$ cat config.mk
export PLATFORM = sky130hd
export DESIGN_NAME = panel_cmd_flat
export DESIGN_NICKNAME = d
export VERILOG_FILES = /design/src/rtl/panel_cmd_pkg.sv /design/src/rtl/panel_cmd_if.sv /design/src/rtl/panel_cmd.sv /design/src/flat_wrapper.sv
export SDC_FILE = /design/constraint.sdc
export NUM_CORES = 1
export LEC_CHECK = 0
export CORE_ASPECT_RATIO = 1.25
export CORE_MARGIN = 2
export CORE_UTILIZATION = 45
export CTS_CLUSTER_DIAMETER = 30
export CTS_CLUSTER_SIZE = 25
export DETAILED_ROUTE_END_ITERATION = 6
export GPL_TIMING_DRIVEN = 0
export PLACE_DENSITY_LB_ADDON = 0.2
export SLEW_MARGIN = 30
export SYNTH_ARGS = -nofsm -noshare
export SYNTH_HDL_FRONTEND = slang
export SYNTH_SLANG_ARGS = --single-unit
export TNS_END_PERCENT = 10
$ cat constraint.sdc
create_clock -name clk -period 2.82 [get_ports clk]
set_input_delay 0.423 -clock clk [delete_from_list [all_inputs] [get_ports clk]]
set_output_delay 0.423 -clock clk [all_outputs]
set_load 0.05 [all_outputs]
$ cat src/rtl/panel_cmd_pkg.sv
// Shared constants for the PDP-8/e front-panel command block: halt encoding,
// timeout default, command FSM encodings and the strobe bundle.
package panel_cmd_pkg;

  localparam int unsigned WORD_W = 12;
  localparam int unsigned ADDR_W = 15;

  localparam logic [4:0]  HALT_STATE_DEF  = 5'd0;
  localparam int unsigned TIMEOUT_CYC_DEF = 16;

  localparam logic [1:0] ST_IDLE = 2'd0;
  localparam logic [1:0] ST_MREQ = 2'd1;
  localparam logic [1:0] ST_INC  = 2'd2;

  // Field order is the accept priority, highest first.
  typedef struct packed {
    logic clear;
    logic extd;
    logic addr;
    logic dep;
    logic exam;
    logic cont;
  } strobes_t;

  // Console PC wraps 7777 -> 0000 within the current field.
  function automatic logic [WORD_W-1:0] pc_inc(input logic [WORD_W-1:0] pc);
    return pc + WORD_W'(1);
  endfunction

endpackage

$ cat src/rtl/panel_cmd_if.sv
// Single-request console memory port: level request held until ack,
// address/data/we stable for the whole request.
interface panel_cmd_if;
  import panel_cmd_pkg::*;

  logic              req;
  logic              we;
  logic [ADDR_W-1:0] addr;
  logic [WORD_W-1:0] wdata;
  logic              ack;
  logic [WORD_W-1:0] rdata;

  modport master (
    output req, we, addr, wdata,
    input  ack, rdata
  );

  modport slave (
    input  req, we, addr, wdata,
    output ack, rdata
  );

endinterface

$ cat src/rtl/panel_cmd.sv
// PDP-8/e console command executor: Addr Load, Extd Addr Load, Deposit,
// Examine, Cont, Clear. Optional memory-ack timeout under PANEL_TIMEOUT_EN.
module panel_cmd
  import panel_cmd_pkg::*;
#(
  parameter logic [4:0] HALT_STATE = HALT_STATE_DEF
`ifdef PANEL_TIMEOUT_EN
  , parameter int unsigned TIMEOUT_CYC = TIMEOUT_CYC_DEF
`endif
) (
  input  logic              clk,
  input  logic              reset,
  input  logic [4:0]        state,
  input  logic              triggerd,
  input  logic              cleard,
  input  logic              extd_addrd,
  input  logic              addr_loadd,
  input  logic              depd,
  input  logic              examd,
  input  logic              contd,
  input  logic [WORD_W-1:0] sr,
  panel_cmd_if.master       mem,
  output logic [WORD_W-1:0] pc,
  output logic [2:0]        ifr,
  output logic [2:0]        dfr,
  output logic [WORD_W-1:0] mb,
  output logic              run_req,
  output logic              clear_req,
  output logic              busy,
  output logic              err
);

  strobes_t stb;
  logic     halted;

  logic [1:0]        st_q, st_d;
  logic [WORD_W-1:0] pc_q, pc_d;
  logic [2:0]        ifr_q, ifr_d;
  logic [2:0]        dfr_q, dfr_d;
  logic [WORD_W-1:0] mb_q, mb_d;
  logic [WORD_W-1:0] wdata_q, wdata_d;
  logic              we_q, we_d;
  logic              run_q, run_d;
  logic              clr_q, clr_d;

`ifdef PANEL_TIMEOUT_EN
  localparam int unsigned CNT_W = (TIMEOUT_CYC > 1) ? $clog2(TIMEOUT_CYC) : 1;
  logic [CNT_W-1:0] cnt_q, cnt_d;
  logic             err_q, err_d;
`endif

  assign stb    = '{clear: cleard, extd: extd_addrd, addr: addr_loadd,
                    dep: depd, exam: examd, cont: contd};
  assign halted = (state == HALT_STATE);

  always_comb begin
    st_d    = st_q;
    pc_d    = pc_q;
    ifr_d   = ifr_q;
    dfr_d   = dfr_q;
    mb_d    = mb_q;
    wdata_d = wdata_q;
    we_d    = we_q;
    run_d   = 1'b0;
    clr_d   = 1'b0;
`ifdef PANEL_TIMEOUT_EN
    cnt_d   = cnt_q;
    err_d   = err_q;
`endif
    case (st_q)
      ST_IDLE: begin
        if (triggerd) begin
          if (stb.clear) begin
            clr_d = 1'b1;
`ifdef PANEL_TIMEOUT_EN
            err_d = 1'b0;
`endif
          end else if (halted) begin
            if (stb.extd) begin
              // sr[11] is PDP-8 bit 0, so bits 6-8 / 9-11 are the low two octal digits.
              ifr_d = sr[5:3];
              dfr_d = sr[2:0];
            end else if (stb.addr) begin
              pc_d = sr;
            end else if (stb.dep) begin
              st_d    = ST_MREQ;
              wdata_d = sr;
              we_d    = 1'b1;
`ifdef PANEL_TIMEOUT_EN
              cnt_d   = '0;
`endif
            end else if (stb.exam) begin
              st_d = ST_MREQ;
              we_d = 1'b0;
`ifdef PANEL_TIMEOUT_EN
              cnt_d = '0;
`endif
            end else if (stb.cont) begin
              run_d = 1'b1;
            end
          end
        end
      end
      ST_MREQ: begin
        if (mem.ack) begin
          mb_d = we_q ? wdata_q : mem.rdata;
          st_d = ST_INC;
        end
`ifdef PANEL_TIMEOUT_EN
        else if (cnt_q == CNT_W'(TIMEOUT_CYC - 1)) begin
          st_d  = ST_IDLE;
          err_d = 1'b1;
        end else begin
          cnt_d = cnt_q + CNT_W'(1);
        end
`endif
      end
      ST_INC: begin
        pc_d = pc_inc(pc_q);
        st_d = ST_IDLE;
      end
      default: st_d = ST_IDLE;
    endcase
  end

  always_ff @(posedge clk) begin
    if (!reset) begin
      st_q    <= ST_IDLE;
      pc_q    <= '0;
      ifr_q   <= '0;
      dfr_q   <= '0;
      mb_q    <= '0;
      wdata_q <= '0;
      we_q    <= 1'b0;
      run_q   <= 1'b0;
      clr_q   <= 1'b0;
    end else begin
      st_q    <= st_d;
      pc_q    <= pc_d;
      ifr_q   <= ifr_d;
      dfr_q   <= dfr_d;
      mb_q    <= mb_d;
      wdata_q <= wdata_d;
      we_q    <= we_d;
      run_q   <= run_d;
      clr_q   <= clr_d;
    end
  end

`ifdef PANEL_TIMEOUT_EN
  always_ff @(posedge clk) begin
    if (!reset) begin
      cnt_q <= '0;
      err_q <= 1'b0;
    end else begin
      cnt_q <= cnt_d;
      err_q <= err_d;
    end
  end
  assign err = err_q;
`else
  assign err = 1'b0;
`endif

  assign mem.req   = (st_q == ST_MREQ);
  assign mem.we    = (st_q == ST_MREQ) & we_q;
  assign mem.addr  = {ifr_q, pc_q};
  assign mem.wdata = wdata_q;

  assign pc        = pc_q;
  assign ifr       = ifr_q;
  assign dfr       = dfr_q;
  assign mb        = mb_q;
  assign run_req   = run_q;
  assign clear_req = clr_q;
  assign busy      = (st_q != ST_IDLE);

endmodule

$ cat src/flat_wrapper.sv
// flat-port wrapper written by rule: the top's interface ports become plain ports
module panel_cmd_flat import panel_cmd_pkg::*;
#(
  parameter logic [4:0] HALT_STATE = HALT_STATE_DEF

)
  (clk, reset, state, triggerd, cleard, extd_addrd, addr_loadd, depd, examd, contd, sr, pc, ifr, dfr, mb, run_req, clear_req, busy, err, mem_req, mem_we, mem_addr, mem_wdata, mem_ack, mem_rdata);
  panel_cmd_if mem_i ();
  input  logic clk;
  input  logic reset;
  input  logic [4:0] state;
  input  logic triggerd;
  input  logic cleard;
  input  logic extd_addrd;
  input  logic addr_loadd;
  input  logic depd;
  input  logic examd;
  input  logic contd;
  input  logic [WORD_W-1:0] sr;
  output logic [WORD_W-1:0] pc;
  output logic [2:0] ifr;
  output logic [2:0] dfr;
  output logic [WORD_W-1:0] mb;
  output logic run_req;
  output logic clear_req;
  output logic busy;
  output logic err;
  output wire logic [$bits(mem_i.req)-1:0] mem_req;
  output wire logic [$bits(mem_i.we)-1:0] mem_we;
  output wire logic [$bits(mem_i.addr)-1:0] mem_addr;
  output wire logic [$bits(mem_i.wdata)-1:0] mem_wdata;
  input wire logic [$bits(mem_i.ack)-1:0] mem_ack;
  input wire logic [$bits(mem_i.rdata)-1:0] mem_rdata;
  assign mem_req = mem_i.req;
  assign mem_we = mem_i.we;
  assign mem_addr = mem_i.addr;
  assign mem_wdata = mem_i.wdata;
  assign mem_i.ack = mem_ack;
  assign mem_i.rdata = mem_rdata;
  panel_cmd #(.HALT_STATE(HALT_STATE)) u_core (.clk(clk), .reset(reset), .state(state), .triggerd(triggerd), .cleard(cleard), .extd_addrd(extd_addrd), .addr_loadd(addr_loadd), .depd(depd), .examd(examd), .contd(contd), .sr(sr), .mem(mem_i), .pc(pc), .ifr(ifr), .dfr(dfr), .mb(mb), .run_req(run_req), .clear_req(clear_req), .busy(busy), .err(err));
endmodule
==> results.toml <==
[outcome]
status = "finished, final reports clean"

[worst_hold_path]
min_from = "u_core.mem.wdata[6]"
whs_endpoint = "u_core.mem.wdata[6]"
worst_hold_path_type = "flop to flop"
min_path_cells = 2

[logic_synthesis]
synth_area_mm2 = 0.00231
yosysTopAreaCellShare_pct = 40.6
synth_top_area_cell = "dfxtp_1"
synth.area.top_cells = "dfxtp_1, mux2i_1, nand2_1, buf_4, o211a_1"
ys_types = 44
synth_edf_count = 0
ys_seq_area_share_pct = 40.6
avgSynthCellArea_um2 = 9.22
yosys_warnings = 0
async_flop_share_pct = 0
synthFlopType = "dfxtp_1"
synth_nets = 291
syn_inst = 251
synth-seq-cells = 47

[detailed_routing]
ant_nets = 0
wire_per_inst_um = 15.1
drt-pass1-iter-count = 4
drc = 0
drtIter0Drc = 96
num_vias = 2209
wl_um = 6340
via_per_inst = 5.25

[critical_path]
cp.arrival_ns = 2.18
reg2reg_depth = 4
path_max_fanout = 10
r2r-start = "u_core.st_q[1]"
end_kind = "output port"
critPathLaunchType = "flop"
slowest_delay_ns = 0.79
crit_chain = "clkbuf_1, buf_2, and2_1, clkdlybuf4s50_1"
regToRegSetupSlack_ns = 1.08
crit_type = "flop to output port"
slowest_stage = "clkdlybuf4s50_1"
required_ns = 2.40
reg2reg_to = "u_core.pc[5]"

[timing]
setup_tns_ns = 0
final-max-slew-violation-count = 0
fin_crit_ns = 2.61
finalSetupViolCount = 0
max_clock_freq_mhz = 383
holdWs_ns = 0.487
rsz0062_at_grt = "false"
slew_headroom_pct = 61.6
worst_clock_skew_ns = 0.00502
tightest_slew_ns = 0.568
post-route-period-util_pct = 92.5
hold_viol_final = 0
worst_slack_ns = 0.212

[job]
cap_violations = 0

[die]
die_y_um = 84.2
die_w_um = 68.2
core_mm2 = 0.00501
pin_count = 102
die-area_mm2 = 0.00574
initial_core_util_pct = 46.2
rows = 29

[pwr]
ir_drop_mv = 0.244
power.total_mw = 1.29
p_per_area_mw_per_mm2 = 369
leakage_nw = 1.43

[clock_tree]
post_cts_resized = 0
hold_buffers = 0
path_clk_slew_ns = 0.09
clock_sinks = 47
cts-root-buf = "clkbuf_8"
clk_path_buf_depth = 2
cts_tree = "yes"
htreeDepth = 2
post_cts_buffers = 0
cts_buffers = 5
clk_latency_ns = 0.30

[finish]
layout.nets = 398
drive_gt1_share_pct = 9.47
areaGrowthSynthToFinish_pct = 51.7
diodes = 0

[global_routing]
grt-ovfl-total = 0
grt_antenna_before_repair = 0
grt_max_degree = 15
grt_pass1_vias = 2156
grt_pass1_wl_um = 10000
gr-usage-all-layers_pct = 22.7

[place]
globalplace.congestion = 0.839
numPortBuffers = 100
dp_hpwl_um = 4820
place_ws_ns = 0.481
metrics by stage:
step	area [um^2]	cells	utilization [%]
floorplan	2310	251	-
global placement	3390	413	67.8
detailed placement	3390	413	67.8
CTS	3510	421	70.1
global route	3510	421	70.1
finish	3510	421	70.1
layout make-up:
type / instances / area (um^2)
buffer: 30 / 200
clock buffer: 6 / 82.6
clock inverter: 2 / 35.0
fill: 426 / 1500
inverter: 1 / 3.75
multi-input combinational: 173 / 1170
sequential: 47 / 941
tap: 62 / 77.6
timing repair buffer: 100 / 1000
per-layer routing:
metal  GRT usage [%]  vias up  share of wire, %
met5               0        -                 0
met4            9.82        0               1.6
met3            3.49        9               5.8
met2            39.3       77                51
met1            26.9     1033                42
li1                -     1090                 -
cell usage in the layout (no fill, tap or decap), types with 6 or more instances in the layout:
master / count
buf_4: 18
clkbuf_1: 8
clkbuf_8: 6
clkdlybuf4s50_1: 100
dfxtp_1: 47
mux2i_1: 30
nand2_1: 38
nand3_1: 10
nor2_1: 19
o211a_1: 8
worst max-delay path, delay by kind of cell (launching register included):
kind	cells	cell delay, ns
buffers and inverters	3	1.40
and+or+nand+nor	1	0.17
DFF	1	0.31
worst max path at each step:
stage / start / end / slack, ns / cells past startpoint
floorplan: u_core.st_q[0] / mem_we / 0.63 / 2
global placement: state[0] / u_core.pc[5] / 0.51 / 5
detailed placement: state[0] / u_core.pc[5] / 0.48 / 5
CTS: u_core.we_q / mem_we / 0.19 / 4
global route: u_core.we_q / mem_we / 0.11 / 4
finish: u_core.we_q / mem_we / 0.21 / 4
cells in the mapped netlist (2+ instances only):
master,n
and4_1,5
and2_1,5
a21oi_1,4
a2bb2oi_1,5
buf_4,18
clkbuf_1,8
a21boi_0,5
a211oi_1,5
dfxtp_1,47
and4b_1,2
nand2b_1,2
nor2b_1,5
nand2_1,38
nand3b_1,2
and3_1,4
mux2i_1,30
nor2_1,19
nand3_1,10
buf_2,3
o211a_1,8
nand4_1,3
report_power, final:
part	internal [mW]	switching, mW	leakage (nW)
combinational	0.0636	0.0528	0.990
sequential	0.664	0.000800	0.379
clock	0.287	0.225	0.0612
total	1.01	0.279	1.43
kinds of logic (layout without fill, tap and decap cells):
group | after synthesis | count (layout) | share of synthesized area (%)
xor gates and xnor gates | 1 | 1 | 0.378
other | 1 | 1 | 0.162
DFF | 47 | 47 | 40.6
AOI/OAI and AO/OA | 38 | 38 | 13.2
muxes | 30 | 30 | 13.0
adders and majority gates | 1 | 1 | 0.540
and+or+nand+nor | 102 | 102 | 23.2
buffers and inverters | 31 | 139 | 8.81
sequential cells by signal (all words and copies together), names as in the netlist:
register	count
u_core.st_q	2
u_core.we_q	1
u_core.pc	12
u_core.mb	12
u_core.dfr	3
u_core.ifr	3
u_core.clear_req	1
u_core.mem.wdata	12
u_core.run_req	1
Note: power is estimated with default switching activity, not from simulation.
